--- config.mk ---
export PLATFORM = sky130hd
export DESIGN_NAME = wb_arbiter
export DESIGN_NICKNAME = d
export VERILOG_FILES = /design/src/rtl/wb_arbiter.sv
export SDC_FILE = /design/constraint.sdc
export NUM_CORES = 1
export LEC_CHECK = 0
export BUFFER_PORTS_ARGS = -buffer_cell sky130_fd_sc_hd__buf_2
export CAP_MARGIN = 10
export CORE_AREA = 2 2 120 122
export DETAILED_ROUTE_END_ITERATION = 10
export DIE_AREA = 0 0 122 124
export PLACE_DENSITY = 0.51
export SETUP_SLACK_MARGIN = 0.4
export SLEW_MARGIN = 40
export SYNTH_ARGS = -nofsm -noshare
export SYNTH_HDL_FRONTEND = slang
export SYNTH_SLANG_ARGS = --single-unit
--- constraint.sdc ---
create_clock -name clk_i -period 1.5 [get_ports clk_i]
set_clock_uncertainty 0.15 [all_clocks]
set_input_delay 0.15 -clock clk_i [delete_from_list [all_inputs] [get_ports clk_i]]
set_output_delay 0.15 -clock clk_i [all_outputs]
set_load 0.01 [all_outputs]
--- src/rtl/wb_arbiter.sv ---
// Two-master to one-slave Wishbone B.4 pipelined arbiter with zero-latency grant.
// The owner keeps the bus while its CYC stays high; the loser is held off with STALL.
`timescale 1ns/1ps
module wb_arbiter #(
  parameter int AW    = 64,
  parameter int DW    = 16,
  parameter int SW    = 2,
  parameter int PRIO0 = 1
) (
  input  logic          clk_i,
  input  logic          reset_i,
  input  logic [AW-1:0] m0_adr_i,
  input  logic [DW-1:0] m0_dat_i,
  input  logic          m0_we_i,
  input  logic [SW-1:0] m0_sel_i,
  input  logic          m0_stb_i,
  input  logic          m0_cyc_i,
  input  logic [AW-1:0] m1_adr_i,
  input  logic [DW-1:0] m1_dat_i,
  input  logic          m1_we_i,
  input  logic [SW-1:0] m1_sel_i,
  input  logic          m1_stb_i,
  input  logic          m1_cyc_i,
  output logic          m0_ack_o,
  output logic          m1_ack_o,
  output logic          m0_stall_o,
  output logic          m1_stall_o,
  output logic [DW-1:0] m0_dat_o,
  output logic [DW-1:0] m1_dat_o,
  output logic [AW-1:0] s_adr_o,
  output logic [DW-1:0] s_dat_o,
  output logic          s_we_o,
  output logic [SW-1:0] s_sel_o,
  output logic          s_stb_o,
  output logic          s_cyc_o,
  input  logic          s_ack_i,
  input  logic          s_stall_i,
  input  logic [DW-1:0] s_dat_i,
  output logic [1:0]    gnt_o
);

  typedef enum logic [1:0] {
    OWN_IDLE = 2'b00,
    OWN_M0   = 2'b01,
    OWN_M1   = 2'b10
  } own_e;

  own_e own_q, own_d;
  logic last_q, last_d;
  logic [1:0] gnt;

  always_ff @(posedge clk_i or negedge reset_i) begin
    if (!reset_i) begin
      own_q  <= OWN_IDLE;
      last_q <= 1'b1;
    end else begin
      own_q  <= own_d;
      last_q <= last_d;
    end
  end

  // Held ownership wins; otherwise arbitrate the free bus in the same cycle,
  // which also gives the zero-gap handover when the owner drops CYC.
  always_comb begin
    gnt    = 2'b00;
    own_d  = OWN_IDLE;
    last_d = last_q;
    if (own_q == OWN_M0 && m0_cyc_i)
      gnt = 2'b01;
    else if (own_q == OWN_M1 && m1_cyc_i)
      gnt = 2'b10;
    else if (m0_cyc_i && m1_cyc_i)
      gnt = (PRIO0 != 0 || last_q) ? 2'b01 : 2'b10;
    else if (m0_cyc_i)
      gnt = 2'b01;
    else if (m1_cyc_i)
      gnt = 2'b10;
    if (!reset_i)
      gnt = 2'b00;
    case (gnt)
      2'b01:   own_d = OWN_M0;
      2'b10:   own_d = OWN_M1;
      default: own_d = OWN_IDLE;
    endcase
    if (gnt != 2'b00)
      last_d = gnt[1];
  end

  always_comb begin
    s_adr_o = '0;
    s_dat_o = '0;
    s_we_o  = 1'b0;
    s_sel_o = '0;
    s_stb_o = 1'b0;
    s_cyc_o = 1'b0;
    if (gnt[0]) begin
      s_adr_o = m0_adr_i;
      s_dat_o = m0_dat_i;
      s_we_o  = m0_we_i;
      s_sel_o = m0_sel_i;
      s_stb_o = m0_stb_i;
      s_cyc_o = m0_cyc_i;
    end else if (gnt[1]) begin
      s_adr_o = m1_adr_i;
      s_dat_o = m1_dat_i;
      s_we_o  = m1_we_i;
      s_sel_o = m1_sel_i;
      s_stb_o = m1_stb_i;
      s_cyc_o = m1_cyc_i;
    end
  end

  // A waiting master is stalled for as long as it requests the bus.
  assign m0_stall_o = gnt[0] ? s_stall_i : m0_cyc_i;
  assign m1_stall_o = gnt[1] ? s_stall_i : m1_cyc_i;
  assign m0_ack_o   = s_ack_i & gnt[0];
  assign m1_ack_o   = s_ack_i & gnt[1];
  assign m0_dat_o   = s_dat_i;
  assign m1_dat_o   = s_dat_i;
  assign gnt_o      = gnt;

endmodule

* Word level (Yosys, flattened, before mapping)
Cells that the tools add are included.
** Storage, ports and cells
- Register bits :: 2
- Input bits :: 190
- Output and inout port bits :: 123
- Word-level logic and storage cells :: 31
** Operators by class
- Eq/ne operators :: 4
- Multiplexer cells :: 21
- Bitwise logic cells :: 2
- Reduce and logical (&&, ||, !) cells :: 3
** Operators by type and width (number)
- $mux W64 :: 2
- $mux W16 :: 2
- $mux W2 :: 8
- $mux W1 :: 8
- $eq A2 B1 Y1 const B :: 2
- $eq A2 B2 Y1 const B :: 2
- $pmux W2 S2 :: 1
- $logic_and A1 B1 Y1 :: 3
- $and A1 B1 Y1 :: 2

* Longest topological paths before layout
Gate-level depths: netlist of run 1.
- Word-level depth :: 8
- Gate-level depth with buffers :: 6
- Mapped depth without buffers :: 3

* Worst setup path before layout of run 1
No wires, ideal clock.
- Path kind :: register to output
- From :: register own_q[0]
- To :: output port s_adr_o[16]
- Arrival time :: 1270 ps
- Data required time :: 1200 ps
- Path slack :: -70 ps
- Stages on the path, launching flop included :: 7
- Buffers on the path :: 3
- Cell sequence :: dfrtp_1 > nand3b_1 > and3_1 > clkbuf_2 > buf_6 > buf_6 > a22o_1
** Between the ends
- Cells in the longest elaborated chain, start to end :: 7
- Elaborated cells between the ends (all ways) :: 9
- Classes of those cells :: eq/ne (2); mux (5); reduce/logical (2)
** RTL lines
- start, declared :: RTL line 48 : own_e own_q, own_d;
- start signal, assigned :: RTL line 57 : own_q <= own_d;
- $eq A2 B2 Y1 :: RTL line 70 : else if (own_q == OWN_M1 && m1_cyc_i)
- $logic_and A1 B1 Y1 :: RTL line 70
- $mux W2 :: RTL line 70
- $mux W2 * :: RTL line 68 : if (own_q == OWN_M0 && m0_cyc_i)
- $mux W2 * :: RTL line 78 : if (!reset_i)
- $mux W64 :: RTL line 103 : end else if (gnt[1]) begin
- $mux W64 * :: RTL line 96 : if (gnt[0]) begin
- end, declared :: RTL line 30 : output logic [AW-1:0] s_adr_o,
Mark *: on every way between the ends. The rest lies on a longest branch, timed or not.

* Final worst setup path of run 1
- From :: register own_q[0]
- To :: output port s_adr_o[59]
Same word-level chain as after synthesis.

==> impl_metrics.json, run 1 <==
{
  "grt_max_degree": 42,
  "period_needed_ns": 1.868,
  "num_rows": 43,
  "dr.pass1.iters": 4,
  "chipHeight_um": 124,
  "p_sw_uw": 444.9,
  "multiInputGateArea_um2": 874.6,
  "grt_setup_unrepaired": "true",
  "cts_tree": "done",
  "cp-end-kind": "output pin",
  "io_buffers": 264,
  "seq_area_frac_synth": 0.03992,
  "worstPathMaxFanout": 6,
  "antenna_left": 0,
  "largest_reg_flops": 2,
  "start_util": 0.09138,
  "violations": "setup timing",
  "crit_start": "own_q[0]$_DFF_PN0_",
  "ff_latch_area_um2": 50.05,
  "viasPerCell": 3.976,
  "die_w_um": 122,
  "layout.nets": 589,
  "cts-buffers-inserted": 3,
  "num_io_pins": 313,
  "gr-total-overflow": 0,
  "dieArea_um2": 15130,
  "vias": 2294,
  "drv_slew": 0,
  "grt_pass1_wl_um": 9901,
  "maxCapViolations": 0,
  "worst_slack_ns": -0.3680,
  "grtUsageTotal": 0.08427,
  "syn_area_um2": 1254,
  "intPower_uw": 898.3,
  "r2r_slack_ns": 0.30,
  "fin_crit_sh": 1.245,
  "reg2reg_to": "own_q[1]$_DFF_PN0_",
  "whs_ns": 0.1113,
  "ys_warn_count": 0,
  "antenna_found_initial": 0,
  "worst_hold_path_type": "in -> reg",
  "largestRegisters": "own_q: 2 flops",
  "power.leakage_nw": 1.800,
  "root_buffer": "clkbuf_16",
  "cp.required_ns": 1.20,
  "pwr-share-clk": 0.300,
  "htree_levels": 1,
  "grt_pass1_vias": 2085,
  "coreArea_um2": 13720,
  "start_kind": "flip-flop",
  "vdd_ir_drop_max_mv": 0.4238,
  "drt-total-wl_um": 8358,
  "largest-register": "own_q",
  "cts_sinks": 2,
  "r2r_start": "own_q[0]$_DFF_PN0_",
  "outcome": "finished with violations",
  "place.detailed.hpwl_um": 5671,
  "n_fill_cell": 1518,
  "p_per_area_nw_per_um2": 437.6,
  "reg2regPathDepth": 5,
  "fmax_mhz": 535.3,
  "avgSynthCellArea_um2": 8.303,
  "p_seq_frac": 0.044,
  "arrival_ns": 1.57,
  "clk_latency_ns": 0.22,
  "swShare": 0.3312,
  "antenna_cells": 0,
  "wl_per_cell_um": 14.49,
  "finalSetupViolations": 89,
  "drc": 0,
  "crit_path_end": "s_adr_o[59]",
  "p_comb_frac": 0.656,
  "fin_tns_setup_ns": -28.55,
  "drive_gt1_frac": 0.7708,
  "synth_cell_types": 16,
  "worst_pin_slew_ns": 0.2257,
  "maxSlewHeadroom": 0.8493,
  "drtIter0Drc": 55,
  "ys_ff_latch": 2,
  "synth_nets": 341,
  "cts_buffer_depth": 2,
  "synthCells": 151,
  "hold_viol_final": 0,
  "synthToLayoutAreaGrowth_pct": 144.8,
  "clk_pin_slew_worst_paths_ns": 0.03,
  "path_class": "reg -> out",
  "gp_congestion": 0.7867
}
==> cell families after synthesis <==
group           synth area share
compound gates            0.6158
flops                    0.03992
buf+inv                   0.3024
simple gates             0.04192
==> synth_stat cells (all sizes together) <==
cell type / n / area (um2)
nand3b: 1 / 7.510
o21a: 1 / 7.510
dfrtp: 2 / 50.05
buf: 50 / 374.1
a22o: 84 / 735.7
nand2: 2 / 7.510
nor2b: 1 / 6.260
and3: 2 / 12.51
a21boi: 2 / 15.01
nand2b: 1 / 6.260
clkbuf: 1 / 5.000
a21oi: 2 / 13.76
and2: 2 / 12.51
==> per-stage QoR <==
stage / area (um2) / util / setup WS [ns] / instances / power [mW]
global route: 3069 / 0.2237 / -0.4406 / 577 / 1.422
finish: 3069 / 0.2237 / -0.3680 / 577 / 1.343
CTS: 2840 / 0.2070 / -0.3673 / 567 / 1.276
floorplan: 1262 / - / -0.05218 / 151 / 0.4734
global placement: 2557 / 0.1864 / -0.1626 / 554 / 0.8022
detailed placement: 2557 / 0.1864 / -0.1544 / 554 / 0.7976
==> cell type report <==
type,count,share of cell area
Clock buffer,3,0.02446
Multi-Input combinational cell,98,0.2850
Tap cell,180,0.07338
Timing Repair Buffer,294,0.6009
Sequential cell,2,0.01631
==> power by group through the flow <==
stage	clock (mW)	combinational, mW	sequential (mW)
after global routing	0.411	0.952	0.0598
after CTS	0.409	0.808	0.0590
final	0.403	0.881	0.0592
after global placement	0	0.744	0.0586
after floorplan	0	0.415	0.0584
after detailed placement	0	0.739	0.0587
==> timing repair <==
action                                  CTS  global route
hold buffers                              1             0
buffers inserted                          5             4
cloned                                    4             6
hold endpoints to repair                  2             0
pin swaps                                10            27
resized for setup                        13            13
endpoints found under the setup margin   90            91
==> worst min path at each step <==
stage | end | startpoint | cells after the start
after global placement | own_q[0]$_DFF_PN0_ | reset_i | 2
after detailed placement | own_q[0]$_DFF_PN0_ | reset_i | 2
final | own_q[1]$_DFF_PN0_ | m1_cyc_i | 3
after floorplan | own_q[0]$_DFF_PN0_ | reset_i | 0
after CTS | own_q[0]$_DFF_PN0_ | reset_i | 2
after global routing | own_q[0]$_DFF_PN0_ | reset_i | 2
==> layout by cell type, fill, tap and decap left out, types with 2 or more instances in the layout <==
| cell | count |
|---|---|
| buf_4 | 9 |
| a21boi_2 | 2 |
| clkbuf_16 | 7 |
| buf_16 | 4 |
| buf_12 | 7 |
| a22o_1 | 83 |
| and3_4 | 2 |
| buf_6 | 8 |
| dfrtp_1 | 2 |
| buf_2 | 259 |
| buf_8 | 2 |
==> per-layer routing <==
layer  global-route usage  part of all wire  up-vias
met5                    0                 0        -
met4              0.02945             0.034        0
met3              0.01557              0.11       17
met2               0.1749              0.51      192
met1              0.08180              0.34     1008
li1                     -                 -     1077
==> worst max-delay path, stage by stage, from the launching register on <==
cell and delay (ns):
dfrtp_1 0.36, nand3b_1 0.17, and3_4 0.23, buf_12 0.14
buf_12 0.12, a22o_1 0.17, buf_2 0.14
Power figures use the tool's default switching activity.
==> run 2: changes to the inputs <==
--- a/config.mk
+++ b/config.mk
@@ -5,12 +5,13 @@
 export SDC_FILE = /design/constraint.sdc
 export NUM_CORES = 1
 export LEC_CHECK = 0
+export ABC_AREA = 1
 export BUFFER_PORTS_ARGS = -buffer_cell sky130_fd_sc_hd__buf_2
 export CAP_MARGIN = 10
-export CORE_AREA = 2 2 120 122
+export CORE_AREA = 2 2 121 123
 export DETAILED_ROUTE_END_ITERATION = 10
-export DIE_AREA = 0 0 122 124
-export PLACE_DENSITY = 0.51
+export DIE_AREA = 0 0 123 125
+export PLACE_DENSITY = 0.55
 export SETUP_SLACK_MARGIN = 0.4
 export SLEW_MARGIN = 40
 export SYNTH_ARGS = -nofsm -noshare
==> impl_metrics.json, run 2 <==
{
  "htree_levels": 1,
  "synth-main-ff-cell": "dfrtp_1",
  "largest-register": "own_q",
  "period_needed_ns": 1.681,
  "violations": "setup timing",
  "drtIter0Drc": 94,
  "grtUsageTotal": 0.1091,
  "num_rows": 44,
  "maxCapViolations": 0,
  "drt-total-wl_um": 9535,
  "hold_viol_final": 0,
  "finalNonFillerCells": 755,
  "place.detailed.hpwl_um": 6892,
  "arrival_ns": 1.38,
  "layout_commonest_cell": "buf_2",
  "post-route-util": 0.2780,
  "power.leakage_nw": 2.237,
  "cts-buffers-inserted": 3,
  "cts_buffer_depth": 2,
  "root_buffer": "clkbuf_16",
  "cts_tree": "done",
  "synth_cell_types": 13,
  "coreArea_um2": 14200,
  "fmax_mhz": 594.9,
  "antenna_left": 0,
  "syn_area_um2": 1798,
  "path_class": "reg -> out",
  "grt_pass1_wl_um": 13820,
  "power_mw": 1.541,
  "io_buffers": 264,
  "antenna_found_initial": 0,
  "drv_slew": 0,
  "synthCells": 344,
  "vdd_ir_drop_max_mv": 0.2234,
  "synth_top_area_frac": 0.4676,
  "seq_area_frac_synth": 0.02784,
  "chipHeight_um": 125,
  "dr.pass1.iters": 4,
  "cp-end-kind": "output pin",
  "antenna_cells": 0,
  "die_w_um": 123,
  "start_util": 0.1266,
  "drive_gt1_frac": 0.6953,
  "yosysMostFrequentCell": "nand3_1",
  "gp_congestion": 0.7470,
  "grt_pass1_vias": 2906,
  "largest_reg_flops": 2,
  "grt_setup_unrepaired": "true",
  "synth_area_leader_cell": "nand3_1",
  "drc": 0,
  "dpl.cell_count": 744,
  "clk_pin_slew_worst_paths_ns": 0.03,
  "fin_crit_sh": 1.121,
  "synth_edf_count": 0,
  "gr-total-overflow": 0,
  "vias": 3176,
  "synth_common_cells": "168 x nand3_1, 90 x nand2_1, 46 x buf_4, 10 x buf_2",
  "async_flop_share": 1.000,
  "cts_sinks": 2,
  "start_kind": "flip-flop",
  "worstPathMaxFanout": 41,
  "layout_common_cells": "227 x buf_2, 123 x nand3_1, 46 x buf_6, 45 x nand2_2",
  "wl_per_cell_um": 12.63,
  "n_fill_cell": 1570,
  "synth_nets": 534,
  "maxSlewHeadroom": 0.8033,
  "synthTopCellsByArea": "nand3_1 47%, buf_4 19%, nand2_1 19%, buf_6 4.4%, buf_2 2.8%",
  "worst_pin_slew_ns": 0.2951,
  "grt_max_degree": 46,
  "ys_ff_latch": 2,
  "p_per_area_nw_per_um2": 390.3,
  "worst_slack_ns": -0.1810,
  "clk_latency_ns": 0.22,
  "num_io_pins": 313,
  "worst_hold_path_type": "in -> out",
  "cp.required_ns": 1.20,
  "outcome": "finished with violations",
  "layout.nets": 763,
  "synthToLayoutAreaGrowth_pct": 119.6,
  "dieArea_um2": 15380,
  "avgSynthCellArea_um2": 5.227,
  "viasPerCell": 4.207,
  "largestRegisters": "own_q: 2 flops",
  "ys_warn_count": 0,
  "finalSetupViolations": 89
}
-- run 2: cell count changes in the layout (fill, tap and decap cells not counted), sizes merged, moves of 2 or more --
cell    change
nor2        +3
and3        -2
nand3     +169
clkbuf      -3
and2        -2
nand2      +89
inv         +9
a22o       -84
a21oi       -2
-- run 2: kinds of logic (layout without fill, tap and decap cells) --
family	after synthesis	count (layout)	synth area share
buf+inv	77	304	0.2930
flops	2	2	0.02784
compound gates	2	2	0.008348
simple gates	263	263	0.6708
-- run 2: final cells by class --
class                           count  area [um2]  share of cell area
Clock buffer                        3       75.07             0.01901
Tap cell                          184       230.2             0.05830
Inverter                            9       33.78            0.008555
Multi-Input combinational cell    265        1610              0.4078
Sequential cell                     2       50.05             0.01267
Timing Repair Buffer              292        1949              0.4937
-- run 2: layer usage --
layer / share of wire / global-route usage / up-vias / wire, um
li1: - / - / 1583 / -
met1: 0.40 / 0.1362 / 1410 / 3787
met5: 0 / 0 / - / 0
met3: 0.090 / 0.02190 / 19 / 856
met2: 0.50 / 0.1888 / 164 / 4730
met4: 0.017 / 0.02941 / 0 / 160
-- run 2: final timing paths --
path	cells after the start	slack (ns)	startpoint	endpoint
hold reg to reg	7	0.81	own_q[0]$_DFF_PN0_	own_q[1]$_DFF_PN0_
max in group asynchronous	3	0.84	reset_i	own_q[1]$_DFF_PN0_
min in group asynchronous	3	0.23	reset_i	own_q[0]$_DFF_PN0_
setup reg to reg	8	0.19	own_q[0]$_DFF_PN0_	own_q[0]$_DFF_PN0_
setup / recovery	7	-0.18	own_q[0]$_DFF_PN0_	s_adr_o[22]
hold / removal	0	0.15	s_dat_i[7]	m0_dat_o[7]
-- run 2: power by group --
part / total, mW / switching [mW] / internal, mW
Clock: 0.401 / 0.0618 / 0.339
Sequential: 0.0591 / 0.00196 / 0.0571
Combinational: 1.08 / 0.526 / 0.555
-- run 2: metrics by stage --
step | TNS, ns | instance area (um2) | setup slack [ns] | hold WS [ns]
6_report | -11.67 | 3949 | -0.1810 | 0.1500
2_1_floorplan | 0 | 1952 | 0.2487 | -0.2956
3_5_place_dp | 0 | 3247 | 0.02931 | -0.08384
3_3_place_gp | -0.001182 | 3247 | -0.001182 | -0.08776
5_1_grt | -18.57 | 3949 | -0.2624 | 0.1500
4_1_cts | -12.03 | 3710 | -0.1764 | 0.1501
-- run 2: timing repair --
item	in CTS	in global routing
resized for setup	67	37
hold buffers	1	0
buffers inserted	3	2
cloned	1	1
endpoints found under the setup margin	92	92
endpoints found under the hold margin	2	0
pin swaps	1	3
-- run 2: critical path: stages, from the launching register on --
cell     delay (ns)
dfrtp_1        0.36
inv_2          0.07
buf_6          0.09
nand3_4        0.11
buf_12         0.20
nand3_1        0.09
nand2_1        0.08
buf_2          0.14
